--- config.mk ---
export PLATFORM = sky130hd
export DESIGN_NAME = adci_interface
export DESIGN_NICKNAME = d
export VERILOG_FILES = /design/src/rtl/adci_pkg.sv /design/src/rtl/adci_interface.sv
export SDC_FILE = /design/constraint.sdc
export NUM_CORES = 1
export LEC_CHECK = 0
export BUFFER_PORTS_ARGS = -buffer_cell sky130_fd_sc_hd__clkbuf_2
export CAP_MARGIN = 20
export CORE_MARGIN = 4
export CORE_UTILIZATION = 59
export DETAILED_ROUTE_END_ITERATION = 6
export MAX_ROUTING_LAYER = met4
export PLACE_DENSITY = 0.88
export SLEW_MARGIN = 20
export SYNTH_ARGS = -nofsm -noshare
export SYNTH_HDL_FRONTEND = slang
export SYNTH_SLANG_ARGS = --single-unit
--- constraint.sdc ---
create_clock -name sys_clk -period 3.1 [get_ports sys_clk]
set_input_delay 0.31 -clock sys_clk [delete_from_list [all_inputs] [get_ports sys_clk]]
set_output_delay 0.31 -clock sys_clk [all_outputs]
set_load 0.02 [all_outputs]
--- src/rtl/adci_pkg.sv ---
// adci_pkg: shared constants, state encodings and helpers for the ADC serial interface.
package adci_pkg;

  // Defaults for adci_interface parameters.
  localparam int unsigned SCK_HALF_DEF    = 2;
  localparam int unsigned CSN_IDLE_DEF    = 4;
  localparam int unsigned STARTUP_DLY_DEF = 256;
  localparam logic [15:0] CMD_DEF         = 16'h0000;

  // Frame geometry and the slice of the result that is presented.
  localparam int unsigned FRAME_BITS = 16;
  localparam int unsigned RES_MSB    = 11;
  localparam int unsigned RES_LSB    = 4;
  localparam int unsigned DATA_W     = RES_MSB - RES_LSB + 1;

  // Counter widths.
  localparam int unsigned STARTUP_W = 16;
  localparam int unsigned PHASE_W   = 16;
  localparam int unsigned BIT_W     = 4;

  // State encodings.
  localparam int unsigned STATE_W = 3;
  localparam logic [STATE_W-1:0] ST_STARTUP = 3'd0;
  localparam logic [STATE_W-1:0] ST_LEAD    = 3'd1;
  localparam logic [STATE_W-1:0] ST_LOW     = 3'd2;
  localparam logic [STATE_W-1:0] ST_HIGH    = 3'd3;
  localparam logic [STATE_W-1:0] ST_TRAIL   = 3'd4;
  localparam logic [STATE_W-1:0] ST_IDLE    = 3'd5;

  // Command bit driven during bit slot idx (MSB first).
  function automatic logic cmd_bit(input logic [15:0] cmd, input logic [BIT_W-1:0] idx);
    return cmd[BIT_W'(FRAME_BITS - 1) - idx];
  endfunction

endpackage

--- src/rtl/adci_interface.sv ---
// adci_interface: SPI master for a 12-bit serial ADC (16-SCK frames, SCK idles high).
// Runs back-to-back frames after a start-up delay, shifts CMD out on SDO and
// presents result[11:4] on DATA_READ with a one-cycle RX_DONE strobe.
// Ports:
//   sys_clk    system clock, rising edge
//   en         asynchronous active-low reset
//   SDI        ADC DOUT
//   SDO        ADC DIN (command bits)
//   SCK        serial clock, idles high
//   CSN        ADC chip select, active low
//   DATA_READ  last conversion result[11:4]
//   RX_DONE    one-cycle pulse when DATA_READ updates
module adci_interface
  import adci_pkg::*;
#(
  parameter int unsigned SCK_HALF    = SCK_HALF_DEF,
  parameter int unsigned CSN_IDLE    = CSN_IDLE_DEF,
  parameter int unsigned STARTUP_DLY = STARTUP_DLY_DEF,
  parameter logic [15:0] CMD         = CMD_DEF
) (
  input  logic       sys_clk,
  input  logic       en,
  input  logic       SDI,
  output logic       SDO,
  output logic       SCK,
  output logic       CSN,
  output logic [7:0] DATA_READ,
  output logic       RX_DONE
);

  logic [STATE_W-1:0]    state, state_nxt;
  logic [PHASE_W-1:0]    phase, phase_nxt;
  logic [BIT_W-1:0]      bit_idx, bit_nxt;
  logic [FRAME_BITS-1:0] shift, shift_nxt;
  logic [STARTUP_W-1:0]  startup_cnt, startup_nxt;
  logic                  sck_nxt, csn_nxt, sdo_nxt, rx_done_nxt;
  logic [7:0]            data_nxt;

  logic half_done_c, idle_done_c, startup_done_c, last_bit_c;

  // Terminal-count detects; written as >= so a parameter of 0 behaves like 1.
  assign half_done_c    = (32'(phase) + 32'd1) >= SCK_HALF;
  assign idle_done_c    = (32'(phase) + 32'd1) >= CSN_IDLE;
  assign startup_done_c = (32'(startup_cnt) + 32'd1) >= STARTUP_DLY;
  assign last_bit_c     = bit_idx == BIT_W'(FRAME_BITS - 1);

  // State and output registers; outputs are loaded together with the state they belong to.
  always_ff @(posedge sys_clk or negedge en) begin
    if (!en) begin
      state       <= ST_STARTUP;
      phase       <= '0;
      bit_idx     <= '0;
      shift       <= '0;
      startup_cnt <= '0;
      SCK         <= 1'b1;
      CSN         <= 1'b1;
      SDO         <= 1'b0;
      DATA_READ   <= '0;
      RX_DONE     <= 1'b0;
    end else begin
      state       <= state_nxt;
      phase       <= phase_nxt;
      bit_idx     <= bit_nxt;
      shift       <= shift_nxt;
      startup_cnt <= startup_nxt;
      SCK         <= sck_nxt;
      CSN         <= csn_nxt;
      SDO         <= sdo_nxt;
      DATA_READ   <= data_nxt;
      RX_DONE     <= rx_done_nxt;
    end
  end

  // Next-state and next-output logic.
  always_comb begin
    state_nxt   = state;
    phase_nxt   = phase + PHASE_W'(1);
    bit_nxt     = bit_idx;
    shift_nxt   = shift;
    startup_nxt = startup_cnt;
    sck_nxt     = SCK;
    csn_nxt     = CSN;
    sdo_nxt     = SDO;
    data_nxt    = DATA_READ;
    rx_done_nxt = 1'b0;

    case (state)
      ST_STARTUP: begin
        phase_nxt   = '0;
        startup_nxt = startup_cnt + STARTUP_W'(1);
        if (startup_done_c) begin
          state_nxt = ST_LEAD;
          csn_nxt   = 1'b0;
          sck_nxt   = 1'b1;
          bit_nxt   = '0;
          sdo_nxt   = cmd_bit(CMD, '0);
        end
      end
      ST_LEAD: begin
        if (half_done_c) begin
          state_nxt = ST_LOW;
          phase_nxt = '0;
          sck_nxt   = 1'b0;
          sdo_nxt   = cmd_bit(CMD, bit_idx);
        end
      end
      ST_LOW: begin
        // SDI is captured on the same edge that raises SCK.
        if (half_done_c) begin
          state_nxt = ST_HIGH;
          phase_nxt = '0;
          sck_nxt   = 1'b1;
          shift_nxt = (shift << 1) | FRAME_BITS'(SDI);
        end
      end
      ST_HIGH: begin
        if (half_done_c) begin
          phase_nxt = '0;
          if (last_bit_c) begin
            state_nxt = ST_TRAIL;
          end else begin
            state_nxt = ST_LOW;
            bit_nxt   = bit_idx + BIT_W'(1);
            sck_nxt   = 1'b0;
            sdo_nxt   = cmd_bit(CMD, bit_idx + BIT_W'(1));
          end
        end
      end
      ST_TRAIL: begin
        // Publishing here keeps DATA_READ whole: the last sample is already in shift.
        if (half_done_c) begin
          state_nxt   = ST_IDLE;
          phase_nxt   = '0;
          csn_nxt     = 1'b1;
          sdo_nxt     = 1'b0;
          data_nxt    = shift[RES_MSB:RES_LSB];
          rx_done_nxt = 1'b1;
        end
      end
      ST_IDLE: begin
        if (idle_done_c) begin
          state_nxt = ST_LEAD;
          phase_nxt = '0;
          csn_nxt   = 1'b0;
          sck_nxt   = 1'b1;
          bit_nxt   = '0;
          sdo_nxt   = cmd_bit(CMD, '0);
        end
      end
      default: begin
        state_nxt = ST_STARTUP;
        phase_nxt = '0;
        csn_nxt   = 1'b1;
        sck_nxt   = 1'b1;
        sdo_nxt   = 1'b0;
      end
    endcase
  end

endmodule

After elaboration in Yosys (flattened, before gate mapping)
Memory sizes are Yosys's and may differ from the RTL's.
Index checks and enable logic that the tools add are counted.
Storage, ports and cells
  register bits: 63
  input bits: 3
  memories kept: 2
  output and inout port bits: 12
  ROM bits: 32
Operators by class
  bitwise logic cells: 4
  reductions and logical operators: 11
  equal/unequal tests: 13
  muxes and demuxes: 34
  add/sub/neg operators: 7
  magnitude comparators: 5
Memory list
  (name not given): words 16, width 1, rd ports 1, clocked after Yosys merged registers in 0, write ports 0, RTL line adci_pkg.sv:32  | return cmd[BIT_W'(FRAME_BITS - 1) - idx];
  (name not given): words 16, width 1, rd ports 1, clocked after Yosys merged registers in 0, write ports 0, RTL line adci_pkg.sv:32
Operators with widths (number)
  16-bit by 1-bit adder with 17-bit output (second input constant): 2
  16-bit by 1-bit adder with 16-bit output (second input constant): 2
  32-bit by 2-bit greater-or-equal comparator with 1-bit output (second input constant): 1
  16-bit 2-to-1 mux: 2
  16-bit one-hot mux with 2 select lines: 1
  3-bit 2-to-1 mux: 7
  3-bit one-hot mux with 6 select lines: 1
  17-bit by 3-bit greater-or-equal comparator with 1-bit output (second input constant): 1
  17-bit by 9-bit greater-or-equal comparator with 1-bit output (second input constant): 1
  4-bit 2-to-1 mux: 4
  1-bit 2-to-1 mux: 15
  2-bit != test (second input constant): 7
  7-bit AND reduction: 2
  12-bit by 1-bit OR with 12-bit output: 1
  1-bit one-hot mux with 6 select lines: 2
  4-bit one-hot mux with 3 select lines: 1
  4-bit by 5-bit less-than comparator with 1-bit output (second input constant): 2
  4-bit subtractor (first input constant): 2
  3-bit by 2-bit == test with 1-bit output (second input constant): 2
  3-bit == test (second input constant): 2
  6-bit AND reduction: 1
  5-bit AND reduction: 1
  4-bit by 1-bit adder with 4-bit output (second input constant): 1
  4-bit == test (second input constant): 1
  other kinds (9): 12

Logic depth before layout (Yosys ltp)
Gate-level depths: netlist of run 1.
  word-level depth: 7
  depth in mapped cells: 11

Least setup slack after synthesis of run 1
Ideal clock, no wire load.
  path kind: reg-to-reg
  start point: register phase[0]
  end point: register shift[10]
  arrival: 2.458 ns
  stages on the path, launching flop included: 12
  setup slack: 0.517 ns
  library setup time: 0.125 ns
  path through: dfrtp_1 > ha_1 > and3_1 > and2_1 > a311oi_1 > a31o_1 > o211a_1 > clkbuf_1 > a31oi_1 > nand3b_2 > buf_8 > mux2_4
On the way
  longest elaborated chain between the ends: 3
RTL lines
  from (decl): RTL line adci_interface.sv:32  | logic [PHASE_W-1:0] phase, phase_nxt;
  from (signal assigned): RTL line adci_interface.sv:62  | phase <= phase_nxt;
  16-bit by 1-bit adder with 17-bit output: RTL line adci_interface.sv:42  | assign half_done_c = (32'(phase) + 32'd1) >= SCK_HALF;
  32-bit by 2-bit greater-or-equal comparator with 1-bit output: RTL line adci_interface.sv:42
  2-bit AND reduction (no line)
  to (signal assigned): RTL line adci_interface.sv:64  | shift <= shift_nxt;
  to (decl): RTL line adci_interface.sv:34  | logic [FRAME_BITS-1:0] shift, shift_nxt;
No other way between the ends.
A chain may end at the register's enable or synchronous reset.

Worst setup path in the final report of run 1
  start point: register phase[0]
  end point: register state[0]
On the way
  longest elaborated chain between the ends: 4
  elaborated cells on any way between the ends: 9
RTL lines
  16-bit by 1-bit adder with 17-bit output (*): RTL line adci_interface.sv:42, adci_interface.sv:43
  32-bit by 2-bit greater-or-equal comparator with 1-bit output / 17-bit by 3-bit greater-or-equal comparator with 1-bit output (equally long branches): RTL line adci_interface.sv:42, adci_interface.sv:43
  2-bit != test (no line)
  6-bit AND reduction (no line) (*)
  to (signal assigned): RTL line adci_interface.sv:61  | state <= state_nxt;
  to (decl): RTL line adci_interface.sv:31  | logic [STATE_W-1:0] state, state_nxt;
Mark *: on every way between the ends. The rest lies on a longest branch, timed or not.

==> results.cfg, run 1 <==
[placed_design]
gp_congestion = 0.851
post-place-cells = 365
io_buffers = 13
dp_hpwl_mm = 3.80

[cts]
clk_pin_slew_worst_paths_ps = 70
cts_setup_buffers = 0
clkLatencyLatePin_ps = 350
clockBufferDepth = 2
cts_buffers = 9
clock_sinks = 62
htreeDepth = 3
cts_tree = built
cts-root-buf = clkbuf_8

[timing]
fin_tns_setup_ps = 0
worst_slew_pin_slew_ps = 742
slew_headroom_pct = 50.3
fin_crit_ps = 2950
drv_slew = 0
final_hold_viol_count = 0
period_share_pct = 95.1
finalSetupViolCount = 0
finClkSkew_ps = 8.69
fmax_ghz = 0.339

[logic_synthesis]
synth_seq_area_share_pct = 51.3
yosysTopAreaCellShare_pct = 49.6
synth_top_family_by_area = simple AND/OR/NAND/NOR gates
synth_area_sq_mm = 0.00303
synth_edf_count = 0
yosys-mux-area-fraction_pct = 9.67
yosys.area_share.adder_pct = 2.07
synth_xor_area_share_pct = 5.50
avgSynthCellArea_sq_um = 10.8
synth-simple-area-share_pct = 19.1
synth_seq_cells = 62
synth_top_cells_by_area = dfrtp_1, mux2_4, mux2_2, nor2_1, xnor2_1
yosysTopAreaCell = dfrtp_1
ys.flop_type = dfrtp_1
syn_inst = 279
ys_warn_count = 0
synth_compound_area_share_pct = 9.67
async_reset_ff_share_pct = 100
ys_types = 50

[run]
drv_cap = 0

[power]
power_density_mw_per_mm2 = 454
peakVddDrop_uv = 422
p_leak_nw = 1.63
p_total_mw = 1.54

[floorplan]
io_pins = 15
core_area_sq_mm = 0.00485
die_area_sq_mm = 0.00634
rows = 25
start_util_pct = 62.4
die_width_microns = 79.6
chipHeight_microns = 79.6

[global_route]
grt_usage_pct = 20.2
grt-ovfl-total = 0
grt_max_degree = 54
grt_pass1_wl_mm = 9.62
grt_pass1_vias = 2101
antenna_found_initial = 0

[cells_and_area]
final_cells = 382
fill_cells = 334
final_util_pct = 70.1
area_growth_pct = 12.3
drive_above_1_share_pct = 18.7
antennaDiodeCount = 0
final_nets = 318

[critical_path]
critical_path_peak_fanout = 9
critPathKind = flop to flop
cp-start-kind = flop
required_ps = 3350
worstSetupEndpointType = flop
crit_arrival_ps = 3200

[route]
routedWlPerCell_microns = 14.2
viasPerCell = 5.72
vias = 2185
drtPass1Iterations = 4
remaining_drc_errors = 0
drt_iter0_markers = 163
ant_nets = 0
wl_mm = 5.44

[min_path]
hold_path.class = input port to flop

[outcome]
status = completed
## cells in the final DEF, fill, tap and decap left out, types with 3 or more instances in the layout
master,n
o21ai_0,4
conb_1,15
nand2_1,23
clkbuf_2,13
xnor2_1,10
and2_1,3
clkinvlp_4,3
mux2_4,10
or3_1,3
xor2_1,9
a31oi_1,12
ha_1,5
mux2_2,10
inv_1,6
dfrtp_1,60
nor3_1,8
clkbuf_8,9
and3_1,8
mux2i_1,3
a21oi_1,11
nand3_1,11
nand4_1,11
nor2_1,30
## report_power, final
| group | switching, mW | internal (mW) | total [mW] |
|---|---|---|---|
| Combinational | 0.0249 | 0.0106 | 0.0355 |
| Sequential | 0.0114 | 0.819 | 0.831 |
| Clock | 0.311 | 0.368 | 0.678 |
## layer usage
metal	track usage (%)	share of wire, %	vias to the layer above	routed length (microns)
li1	-	-	1051	-
met1	25.7	44	1064	2400
met5	-	0	-	0
met3	5.76	4.8	16	262
met2	30.6	49	54	2640
met4	8.25	2.5	0	136
## sequential cells by signal, indices dropped and copies added, names as in the netlist
| name | cells |
|---|---|
| DATA_READ | 8 |
| state | 3 |
| bit_idx | 4 |
| CSN | 1 |
| phase | 16 |
| shift | 12 |
| startup_cnt | 16 |
| SCK | 1 |
| RX_DONE | 1 |
## final cells by class
| cell class | count | area (sq um) | area share, % |
|---|---|---|---|
| clock buffer | 10 | 128 | 3.76 |
| clock inverter | 6 | 62.6 | 1.84 |
| inverter | 6 | 22.5 | 0.663 |
| multi-input combinational | 215 | 1460 | 42.9 |
| sequential | 62 | 1550 | 45.7 |
| tap | 67 | 83.8 | 2.47 |
| timing repair buffer | 16 | 90.1 | 2.65 |
## path summary, 6_finish.rpt
| check | start | to | slack [ps] | depth (start not counted) |
|---|---|---|---|---|
| max | phase[0] | state[0] | 150 | 10 |
| min | SDI | shift[0] | 200 | 2 |
| max reg2reg | phase[0] | state[0] | 150 | 10 |
| min reg2reg | DATA_READ[7] | DATA_READ[7] | 510 | 1 |
| max in group asynchronous | en | phase[10] | 1850 | 3 |
| min in group asynchronous | en | startup_cnt[7] | 360 | 2 |
## what timing repair did
action,in CTS,in global routing
gates resized for setup,0,1
hold buffers,1,0
endpoints found under the hold margin,9,0
setup endpoints to repair,0,2
## metrics by stage
stage	worst slack [ps]	hold slack (ps)	area [sq um]
floorplan	517	14.4	3080
global placement	317	186	3190
detailed placement	196	188	3190
CTS	184	190	3390
global route	-58.5	199	3400
finish	152	201	3400
## worst max-delay path, cell delays in order, from the launching register on
cell and delay [ps]:
dfrtp_1 430, ha_1 250, and3_1 210, and2_1 200
and3_1 170, a31o_1 190, o211a_1 210, a31oi_1 660
buf_4 270, a21oi_1 70, nor3b_1 200
## Yosys cell counts, types with 3 or more instances
| library cell | number |
|---|---|
| dfrtp_1 | 60 |
| nor2_1 | 30 |
| nand2_1 | 23 |
| a31oi_1 | 12 |
| a21oi_1 | 11 |
| nand3_1 | 11 |
| nand4_1 | 11 |
| mux2_2 | 10 |
| mux2_4 | 10 |
| xnor2_1 | 10 |
| xor2_1 | 9 |
| and3_1 | 8 |
| nor3_1 | 8 |
| clkbuf_1 | 7 |
| inv_1 | 6 |
| ha_1 | 5 |
| o21ai_0 | 4 |
| and2_1 | 3 |
| mux2i_1 | 3 |
| or3_1 | 3 |
## kinds of logic after synthesis
| kind of cell | after synthesis |
|---|---|
| AO/OA/AOI/OAI | 42 |
| multiplexers | 23 |
| other | 1 |
| buffers and inverters | 16 |
| XOR/XNOR | 19 |
| flip-flops | 62 |
| adder cells (fa/ha/maj) | 5 |
| AND/OR/NAND/NOR | 111 |
Power figures use the tool's default switching activity.
==> inputs of run 2 (changes only) <==
PLACE_DENSITY = not set   (was 0.88)
PLACE_DENSITY_LB_ADDON = 0.05   (was not set)
RECOVER_POWER = 50   (was not set)
==> run 2 against run 1 <==
Via count decreased by 0.69%. Register-to-register slack better by 110 ps. Largest power group unchanged. Largest cell class unchanged. Die area did not move. Critical path depth shrank 1. First-iteration DRC count decreased by 33%. Worst setup slack improved by 110 ps. Critical endpoint is now shift[11].
==> results.cfg, run 2 (synthesis gave the netlist of run 1 again) <==
[cts]
clk_pin_slew_worst_paths_ps = 60
clkLatencyLatePin_ps = 330
htreeDepth = 3
cts-root-buf = clkbuf_8
cts_tree = built
clockBufferDepth = 2
cts_setup_buffers = 0
clock_sinks = 62
cts_buffers = 9

[route]
viasPerCell = 5.64
routedWlPerCell_microns = 14.5
vias = 2170
wl_mm = 5.58
remaining_drc_errors = 0
drtPass1Iterations = 4
drt_iter0_markers = 109
ant_nets = 0

[placed_design]
place_ws_ps = 271
gp_congestion = 0.859
dp_hpwl_mm = 3.92
io_buffers = 13
post-place-cells = 368

[power]
power_frac_seq_pct = 50.6
p_comb_share_pct = 2.2
internal-power_mw = 1.30
switching_power_uw = 340
p_leak_nw = 1.62
clkPwrFrac_pct = 47.2
peakVddDrop_uv = 384
power_density_mw_per_mm2 = 478
p_sw_share_pct = 20.7

[timing]
fin_crit_ps = 2840
slew_headroom_pct = 17.8
final_hold_viol_count = 0
fin_tns_setup_ps = 0
rsz0062_at_grt = no
finClkSkew_ps = 5.90
drv_slew = 0
fmax_ghz = 0.352
fin_ws_ps = 263
worst_slew_pin_slew_ps = 1230
finalSetupViolCount = 0
period_share_pct = 91.5

[min_path]
holdPathEnd = shift[0]
hold_path.class = input port to flop
worstHoldStart = SDI
holdPathStages = 2

[cells_and_area]
final_util_pct = 70.7
reg.largest.list = phase x16, startup_cnt x16, shift x12
drive_above_1_share_pct = 16.0
fill_cells = 358
area_growth_pct = 13.3
final_common_cell = dfrtp_1
final_nets = 321
antennaDiodeCount = 0
final_cells = 385
final_cell_mix = dfrtp_1, nor2_1, nand2_1

[critical_path]
reg2reg_depth = 9
required_ps = 3310
worstSetupEndpointType = flop
critPathKind = flop to flop
critical_path_peak_fanout = 12
crit_arrival_ps = 3050
rrSetupSlack_ps = 260
r2r-end = shift[11]
r2r_start = phase[0]
cp-start-kind = flop

[run]
drv_cap = 0

[global_route]
grt_usage_pct = 21.4
grt_max_degree = 41
grt_pass1_vias = 2122
grt-ovfl-total = 0
antenna_found_initial = 0
grt_pass1_wl_mm = 10.2

[floorplan]
rows = 25
chipHeight_microns = 79.6
die_width_microns = 79.6
core_area_sq_mm = 0.00485
start_util_pct = 62.4
io_pins = 15
die_area_sq_mm = 0.00634

[outcome]
status = completed
==> run 2: how the worst max path moves through the flow <==
| stage | start | end | cells past startpoint |
|---|---|---|---|
| 4_1_cts | phase[0] | shift[11] | 9 |
| 2_1_floorplan | phase[0] | shift[10] | 11 |
| 3_3_place_gp | phase[7] | DATA_READ[2] | 9 |
| 6_report | phase[0] | shift[11] | 9 |
| 3_5_place_dp | phase[0] | shift[11] | 9 |
| 5_1_grt | phase[0] | shift[11] | 9 |
==> run 2: critical path: stages (launching register included) <==
cell and delay [ps]:
dfrtp_1 420, ha_1 250, and3_1 200, and2_1 190
a311oi_1 290, a31o_1 130, o211a_1 300, a31oi_1 170
nand3b_2 380, mux2_2 390
==> run 2: metal layers <==
metal	global-route usage (%)	vias up	wire length [microns]
li1	-	1057	-
met1	29.4	1046	2540
met2	29.8	59	2630
met3	6.21	8	323
met4	8.93	0	74
met5	-	-	0
==> run 2: timing repair <==
action	CTS	global route
hold buffers	1	0
hold endpoints to repair	20	0
resized for setup	0	1
endpoints found under the setup margin	0	3
==> run 2: layout make-up <==
| cell class | instances | area (sq um) | share of cell area [%] |
|---|---|---|---|
| sequential | 62 | 1550 | 45.3 |
| multi-input combinational | 215 | 1460 | 42.4 |
| clock buffer | 10 | 138 | 4.01 |
| timing repair buffer | 19 | 91.3 | 2.66 |
| clock inverter | 6 | 85.1 | 2.48 |
| tap | 67 | 83.8 | 2.44 |
| inverter | 6 | 22.5 | 0.657 |
==> run 2: power groups by stage <==
stage	clock network, mW	registers (mW)	logic, mW
after floorplan	0	0.843	0.0170
after global placement	0	0.845	0.0359
after detailed placement	0	0.845	0.0364
after CTS	0.791	0.830	0.0374
after global routing	0.831	0.832	0.0422
final	0.774	0.830	0.0357
==> run 2: metrics by stage <==
stage / instance area, sq um / hold slack (ps) / total power, mW
after floorplan: 3080 / 14.4 / 0.859
after global placement: 3210 / 323 / 0.881
after detailed placement: 3210 / 331 / 0.881
after CTS: 3440 / 194 / 1.66
after global routing: 3430 / 213 / 1.70
final: 3430 / 211 / 1.64
